==> src/rtl/pipe_stage_reg.sv <==
// Two-entry pipeline stage (head + skid) with registered outputs, flush/freeze
// control and a saturating count of entries discarded by flush.
module pipe_stage_reg #(
    parameter int unsigned DATA_W       = 32,
    parameter bit          ZERO_INVALID = 1'b1,
    parameter int unsigned CNT_W        = 16
) (
    input  logic              clk,
    input  logic              rst,
    input  logic              in_valid,
    output logic              in_ready,
    input  logic [DATA_W-1:0] in_data,
    output logic              out_valid,
    input  logic              out_ready,
    output logic [DATA_W-1:0] out_data,
    input  logic              flush,
    input  logic              freeze,
    output logic [1:0]        count,
    output logic [CNT_W-1:0]  flush_cnt
);

    localparam int unsigned SUM_W = CNT_W + 2;

    // Occupancy as {head_valid, skid_valid}; skid without head cannot occur.
    typedef enum logic [1:0] {
        OCC_EMPTY = 2'b00,
        OCC_ONE   = 2'b10,
        OCC_FULL  = 2'b11
    } occ_t;

    logic              head_valid;
    logic              skid_valid;
    logic [DATA_W-1:0] head_data;
    logic [DATA_W-1:0] skid_data;
    logic [CNT_W-1:0]  flush_cnt_q;

    logic              accept;
    logic              emit;
    logic [1:0]        held;
    occ_t              occ;
    logic [SUM_W-1:0]  cnt_sum;
    logic [CNT_W-1:0]  cnt_next;

    assign in_ready  = !skid_valid && !freeze && !flush;
    assign out_valid = head_valid && !freeze && !flush;
    assign out_data  = head_data;
    assign accept    = in_valid && in_ready;
    assign emit      = out_valid && out_ready;
    assign held      = {1'b0, head_valid} + {1'b0, skid_valid};
    assign occ       = occ_t'({head_valid, skid_valid});
    assign count     = held;
    assign flush_cnt = flush_cnt_q;

    // Two spare bits absorb the carry so saturation is a simple overflow test.
    always_comb begin
        cnt_sum  = SUM_W'(flush_cnt_q) + SUM_W'(held);
        cnt_next = cnt_sum[CNT_W-1:0];
        if (cnt_sum[SUM_W-1:CNT_W] != '0) begin
            cnt_next = '1;
        end
    end

    always_ff @(posedge clk or posedge rst) begin
        if (rst) begin
            head_valid  <= 1'b0;
            skid_valid  <= 1'b0;
            head_data   <= '0;
            skid_data   <= '0;
            flush_cnt_q <= '0;
        end else if (flush) begin
            head_valid  <= 1'b0;
            skid_valid  <= 1'b0;
            flush_cnt_q <= cnt_next;
            if (ZERO_INVALID) begin
                head_data <= '0;
                skid_data <= '0;
            end
        end else if (!freeze) begin
            case (occ)
                OCC_EMPTY: begin
                    if (accept) begin
                        head_data  <= in_data;
                        head_valid <= 1'b1;
                    end
                end
                OCC_ONE: begin
                    if (accept && emit) begin
                        head_data <= in_data;
                    end else if (accept) begin
                        skid_data  <= in_data;
                        skid_valid <= 1'b1;
                    end else if (emit) begin
                        head_valid <= 1'b0;
                        if (ZERO_INVALID) begin
                            head_data <= '0;
                        end
                    end
                end
                OCC_FULL: begin
                    if (emit) begin
                        head_data  <= skid_data;
                        skid_valid <= 1'b0;
                        if (ZERO_INVALID) begin
                            skid_data <= '0;
                        end
                    end
                end
                default: ;
            endcase
        end
    end

endmodule

==> config.mk <==
export PLATFORM = sky130hd
export DESIGN_NAME = pipe_stage_reg
export DESIGN_NICKNAME = d
export VERILOG_FILES = /design/src/rtl/pipe_stage_reg.sv
export SDC_FILE = /design/constraint.sdc
export NUM_CORES = 1
export LEC_CHECK = 0
export CAP_MARGIN = 20
export CORE_MARGIN = 4
export CORE_UTILIZATION = 41
export DETAILED_ROUTE_END_ITERATION = 10
export DONT_BUFFER_PORTS = 1
export HOLD_SLACK_MARGIN = 0.1
export PLACE_DENSITY_LB_ADDON = 0.05
export SYNTH_ARGS = -nofsm -noshare
export SYNTH_HDL_FRONTEND = slang
export SYNTH_SLANG_ARGS = --single-unit
==> constraint.sdc <==
create_clock -name clk -period 2.81 [get_ports clk]
set_input_delay 0.4215 -clock clk [delete_from_list [all_inputs] [get_ports clk]]
set_output_delay 0.4215 -clock clk [all_outputs]
set_load 0.03 [all_outputs]
# After elaboration in Yosys (flattened, before gate mapping)
# Cells that the tools add are included.
dict set report word_totals {
  elab_cells 60
  input_bits 38
  regBits 82
}
dict set report classes {
  n_mux 24
  addsub 2
  eq_ne 11
  n_reduce_logical 18
}
# cell count
set op_table {}
lappend op_table {{32-bit 2-to-1 mux} 10}
lappend op_table {{32-bit case mux with 3 select lines} 1}
lappend op_table {{32-bit case mux with 2 select lines} 1}
lappend op_table {{3-bit != test (second input constant)} 6}
lappend op_table {{16-bit by 2-bit adder with 17-bit output} 1}
lappend op_table {{16-bit 2-to-1 mux} 1}
lappend op_table {{6-bit AND reduction} 2}
lappend op_table {{1-bit 2-to-1 mux} 9}
lappend op_table {{4-bit != test (second input constant)} 2}
lappend op_table {{1-bit logical AND} 7}
lappend op_table {{3-bit nonzero test} 2}
lappend op_table {{5-bit AND reduction} 1}
lappend op_table {{2-bit equality test (second input constant)} 2}
lappend op_table {{1-bit case mux with 2 select lines} 2}
lappend op_table {{4-bit nonzero test} 1}
lappend op_table {{1-bit zero test} 3}
lappend op_table {{1-bit by 1-bit adder with 2-bit output} 1}
lappend op_table {{2-bit zero test} 1}
lappend op_table {{2-bit != test (second input constant)} 1}
lappend op_table {{2-bit nonzero test} 1}

# Longest topological paths before layout
dict set report depth {
  depth_word 10
  depth_mapped 8
}

# Worst setup path before layout
# OpenSTA, ideal clock, no wires.
dict set report synth_path {
  path_type {register -> register}
  from {reg head_valid}
  to {reg flush_cnt_q[14] (netlist: flush_cnt[14])}
  t_arrival_ns 1.994
  path_stages_with_launch 9
  setup_slack_ns 0.690
  setup_time_ns 0.125
  period_less_slack_ns 2.120
  path_cell_list {dfrtp_1 inv_1 ha_1 ha_1 ha_1 a21oi_1 and4bb_2 a31oi_1 a21oi_1}
}
dict set report synth_between {
  elab_chain_cells 4
}
# element line_no
set synth_lines {}
lappend synth_lines {{from (decl)} 31} ;# logic head_valid;
lappend synth_lines {{from (signal assigned)} 65} ;# head_valid <= 1'b0;
lappend synth_lines {{from (signal assigned)} 71} ;# head_valid <= 1'b0;
lappend synth_lines {{from (signal assigned)} 83} ;# head_valid <= 1'b1;
lappend synth_lines {{1-bit by 1-bit adder with 2-bit output *} 49} ;# assign held = {1'b0, head_valid} + {1'b0, skid_valid};
lappend synth_lines {{named net count[0]} 18} ;# output logic [1:0] count,
lappend synth_lines {{16-bit by 2-bit adder with 17-bit output *} 56} ;# cnt_sum = SUM_W'(flush_cnt_q) + SUM_W'(held);
lappend synth_lines {{2-bit nonzero test} 58} ;# if (cnt_sum[SUM_W-1:CNT_W] != '0) begin
lappend synth_lines {{16-bit 2-to-1 mux *} 58}
lappend synth_lines {{to (signal assigned)} 73} ;# flush_cnt_q <= cnt_next;
lappend synth_lines {{to (decl)} 35} ;# logic [CNT_W-1:0] flush_cnt_q;
# The timed path passes the listed nets; every way through them passes the cells marked *.
# A chain may end at the register's enable or synchronous reset.

# Worst setup path after layout
dict set report layout_path {
  from {reg skid_valid}
  to {reg skid_data[28]}
}
dict set report layout_between {
  elab_chain_cells 7
  elab_cells_between_ends 15
  cone_classes {eq/ne (5); mux (3); reduce/logical (7)}
}
# element line_no
set layout_lines {}
lappend layout_lines {{from (decl)} 32} ;# logic skid_valid;
lappend layout_lines {{from (signal assigned)} 66} ;# skid_valid <= 1'b0;
lappend layout_lines {{from (signal assigned)} 72} ;# skid_valid <= 1'b0;
lappend layout_lines {{from (signal assigned)} 91} ;# skid_valid <= 1'b1;
lappend layout_lines {{1-bit zero test} 44} ;# assign in_ready = !skid_valid && !freeze && !flush;
lappend layout_lines {{1-bit logical AND (2 in series)} 44}
lappend layout_lines {{1-bit logical AND} 47} ;# assign accept = in_valid && in_ready;
lappend layout_lines {{1-bit logical AND} 87} ;# if (accept && emit) begin
lappend layout_lines {{3-bit != test (no source line)} -}
lappend layout_lines {{5-bit AND reduction (no source line)} -}
lappend layout_lines {{to (signal assigned)} 90} ;# skid_data <= in_data;
lappend layout_lines {{to (decl)} 34} ;# logic [DATA_W-1:0] skid_data;
# Several ways; a longest one is shown, not always the timed one. The select of a mux whose other input is x is not followed.

==> results.py <==
metrics = {
    "global_route": {
        "grt-ovfl-total": 0,
        "grt_start_max_net_pins": 46,
        "grt_pass1_wl_um": 14300,
        "grt_pass1_vias": 2706,
        "antenna_found_initial": 0,
        "grt_usage_pct": 17.4,
    },
    "min_path": {
        "hold_class": "primary input to flop",
        "whs_path_depth": 1,
    },
    "floorplan": {
        "dieArea_mm2": 0.0105,
        "core-area_mm2": 0.00868,
        "pin_count": 90,
        "start_util_pct": 42.0,
        "std_cell_rows": 34,
        "die_h_um": 102,
        "dieWidth_um": 102,
    },
    "timing": {
        "fin_worst_skew_ns": 0.0132,
        "tightest_slew_ns": 0.963,
        "fin_crit_sh_pct": 83.6,
        "period_minus_slack_ns": 2.35,
        "grt_setup_unrepaired": "false",
        "fin_tns_setup_ns": 0,
        "slew_viol_final": 0,
        "setup_viol": 0,
        "finalHoldViolCount": 0,
        "slew_headroom_pct": 35.7,
        "max_freq_ghz": 0.426,
    },
    "setup_path": {
        "reg2reg_to": "skid_data[28]",
        "r2r_start": "skid_valid",
        "critPathSlowestCell": "a21oi_4",
        "cp_top_family": "compound AO/OA/AOI/OAI gates",
        "cp.depth": 6,
        "critPathCaptureType": "flop",
        "regToRegSetupSlack_ns": 0.46,
        "ff2ff_path_depth": 6,
        "worstPathArrival_ns": 2.63,
        "critPathMaxStageDelay_ns": 0.78,
        "worst-path-max-fanout": 33,
        "worstPathRequired_ns": 3.09,
        "timing.critical_path.buf_inv": 1,
        "worstPathCellList": "inv_1, ha_1, nand3b_1, o22ai_1, a21oi_4, a22o_1",
        "critPathKind": "flop to flop",
        "crit_end": "skid_data[28]",
        "crit_path_start": "skid_valid",
        "critPathLaunchType": "flop",
    },
    "cts": {
        "cts_resized": 0,
        "clk_pin_slew_worst_paths_ns": 0.09,
        "cts_tree": "yes",
        "clock-sinks": 82,
        "cts_root_buffer": "clkbuf_8",
        "cts_buffers": 9,
        "cts_buffer_depth": 2,
        "clkLatencyLatePin_ns": 0.35,
        "cts-htree-levels": 3,
    },
    "finish": {
        "area_delta_synth_final_pct": 12.2,
        "final_cell_mix": "dfrtp_1, a22oi_1, o2bb2ai_1, a22o_1, nand2_1",
        "final_common_cell": "dfrtp_1",
        "fin_nets": 356,
        "fill_cells": 807,
        "antennaDiodeCount": 0,
        "layout-drive-gt1-share_pct": 12.3,
    },
    "power_and_ir_drop": {
        "pwr-share-clk_pct": 32.5,
        "total_power_w": 0.00306,
        "ir_drop_mv": 0.257,
        "power_leakage_nw": 1.92,
        "p_int_w": 0.00201,
        "netSwitchingPower_w": 0.00105,
        "seq_power_share_pct": 50.5,
        "p_sw_share_pct": 34.2,
        "p_comb_share_pct": 17.0,
        "power.density_mw_per_mm2": 748,
    },
    "logic_synthesis": {
        "yosysUniqueCellTypes": 39,
        "synth_area_mm2": 0.00365,
        "syn_nets": 354,
        "synth_seq_cells": 82,
        "avgSynthCellArea_um2": 11.8,
        "synthArstFlopShare_pct": 100,
        "synthCells": 310,
        "synth_edf_count": 0,
        "ys_warn_count": 0,
        "ys_dominant_reg_cell": "dfrtp_1",
        "seq_area_frac_synth_pct": 56.2,
    },
    "flow_run": {
        "cap_violations": 0,
    },
    "placed_design": {
        "dp_hpwl_um": 5640,
        "place_congestion": 0.731,
        "portBuffers": 0,
    },
    "routing": {
        "firstDrtPassIters": 4,
        "vias": 2600,
        "wirelength_um": 8860,
        "drc_errors": 0,
        "vias_per_cell": 6.12,
        "wl_per_cell_um": 20.8,
        "drt-initial-drc-count": 122,
        "postRouteAntennaNets": 0,
    },
    "outcome": {
        "status": "completed",
    },
}
[logic make-up after synthesis]
| logic type | after synthesis | share of synthesized area (%) |
|---|---|---|
| fa+ha+maj | 6 | 2.06 |
| flops | 82 | 56.2 |
| xor+xnor | 8 | 1.92 |
| buf+inv | 29 | 3.09 |
| mux | 2 | 0.549 |
| simple gates | 61 | 9.43 |
| compound gates | 122 | 26.7 |
[repair_timing]
item,4_1_cts,5_1_grt
hold endpoints to repair,37,0
hold buffers,1,0
setup buffers,0,0
endpoints found under the setup margin,0,0
[state kept, by name (all words and copies together) (netlist names)]
register	cells
flush_cnt	16
head_valid	1
skid_valid	1
out_data	32
skid_data	32
[worst min-delay path by stage]
stage | startpoint | endpoint
after floorplan | skid_data[0] | skid_data[0]
after global placement | rst | out_data[28]
after detailed placement | rst | out_data[28]
after CTS | flush | head_valid
after global routing | flush | head_valid
final | flush | head_valid
[area by class of cell]
type,count,area [µm²],share of cell area [%]
Sequential cell,82,2050,50.1
Multi-Input combinational cell,199,1530,37.3
Clock buffer,10,138,3.36
Tap cell,108,135,3.30
Timing Repair Buffer,15,128,3.12
Clock inverter,6,95.1,2.32
Inverter,5,20.0,0.489
[routing by layer]
layer  vias up  wire [µm]  GRT usage (%)
met5         -          0              0
met4         0         93           6.05
met3        10        678           5.73
met2        78       4060           26.8
met1      1305       4030           23.2
li1       1207          -              -
[per-stage QoR]
| stage | setup slack (ns) | instance area [µm²] | util [%] | hold WS, ns | cells |
|---|---|---|---|---|---|
| final | 0.461 | 4090 | 47.2 | 0.130 | 425 |
| after global placement | 0.432 | 3850 | 44.4 | 0.427 | 408 |
| after floorplan | 0.280 | 3650 | - | 0.474 | 310 |
| after CTS | 0.425 | 4090 | 47.2 | 0.101 | 425 |
| after detailed placement | 0.459 | 3850 | 44.4 | 0.424 | 408 |
| after global routing | 0.260 | 4090 | 47.2 | 0.104 | 425 |
[Yosys cell counts, drive strengths merged (2+ instances only)]
library cell  count  share of area [%]
and2              3               0.51
o2bb2ai          32                7.7
or3               3               0.51
nand3b            2               0.41
nand2            16                1.6
and4              2               0.48
ha                6                2.1
xnor2             2               0.48
clkbuf           21                2.2
o31ai             3               0.62
nor3              3               0.41
a21oi             9                1.2
nand3             9                1.2
a21o              4               0.82
xor2              6                1.4
mux2i             2               0.55
a22o             32                7.7
o21ai             3               0.41
nand4             6                1.2
nor2              6               0.62
nand2b            4               0.69
a22oi            32                6.6
inv               5               0.51
dfrtp            82                 56
buf               3               0.41
or2               2               0.34
[power by group through the flow]
stage	combinational, W	clock, W	sequential [W]
floorplan	0.000375	0	0.00155
global route	0.000577	0.00108	0.00156
global placement	0.000526	0	0.00157
finish	0.000520	0.000996	0.00155
detailed placement	0.000525	0	0.00157
CTS	0.000529	0.00103	0.00155
No activity file was read; power rests on OpenSTA's default activity.
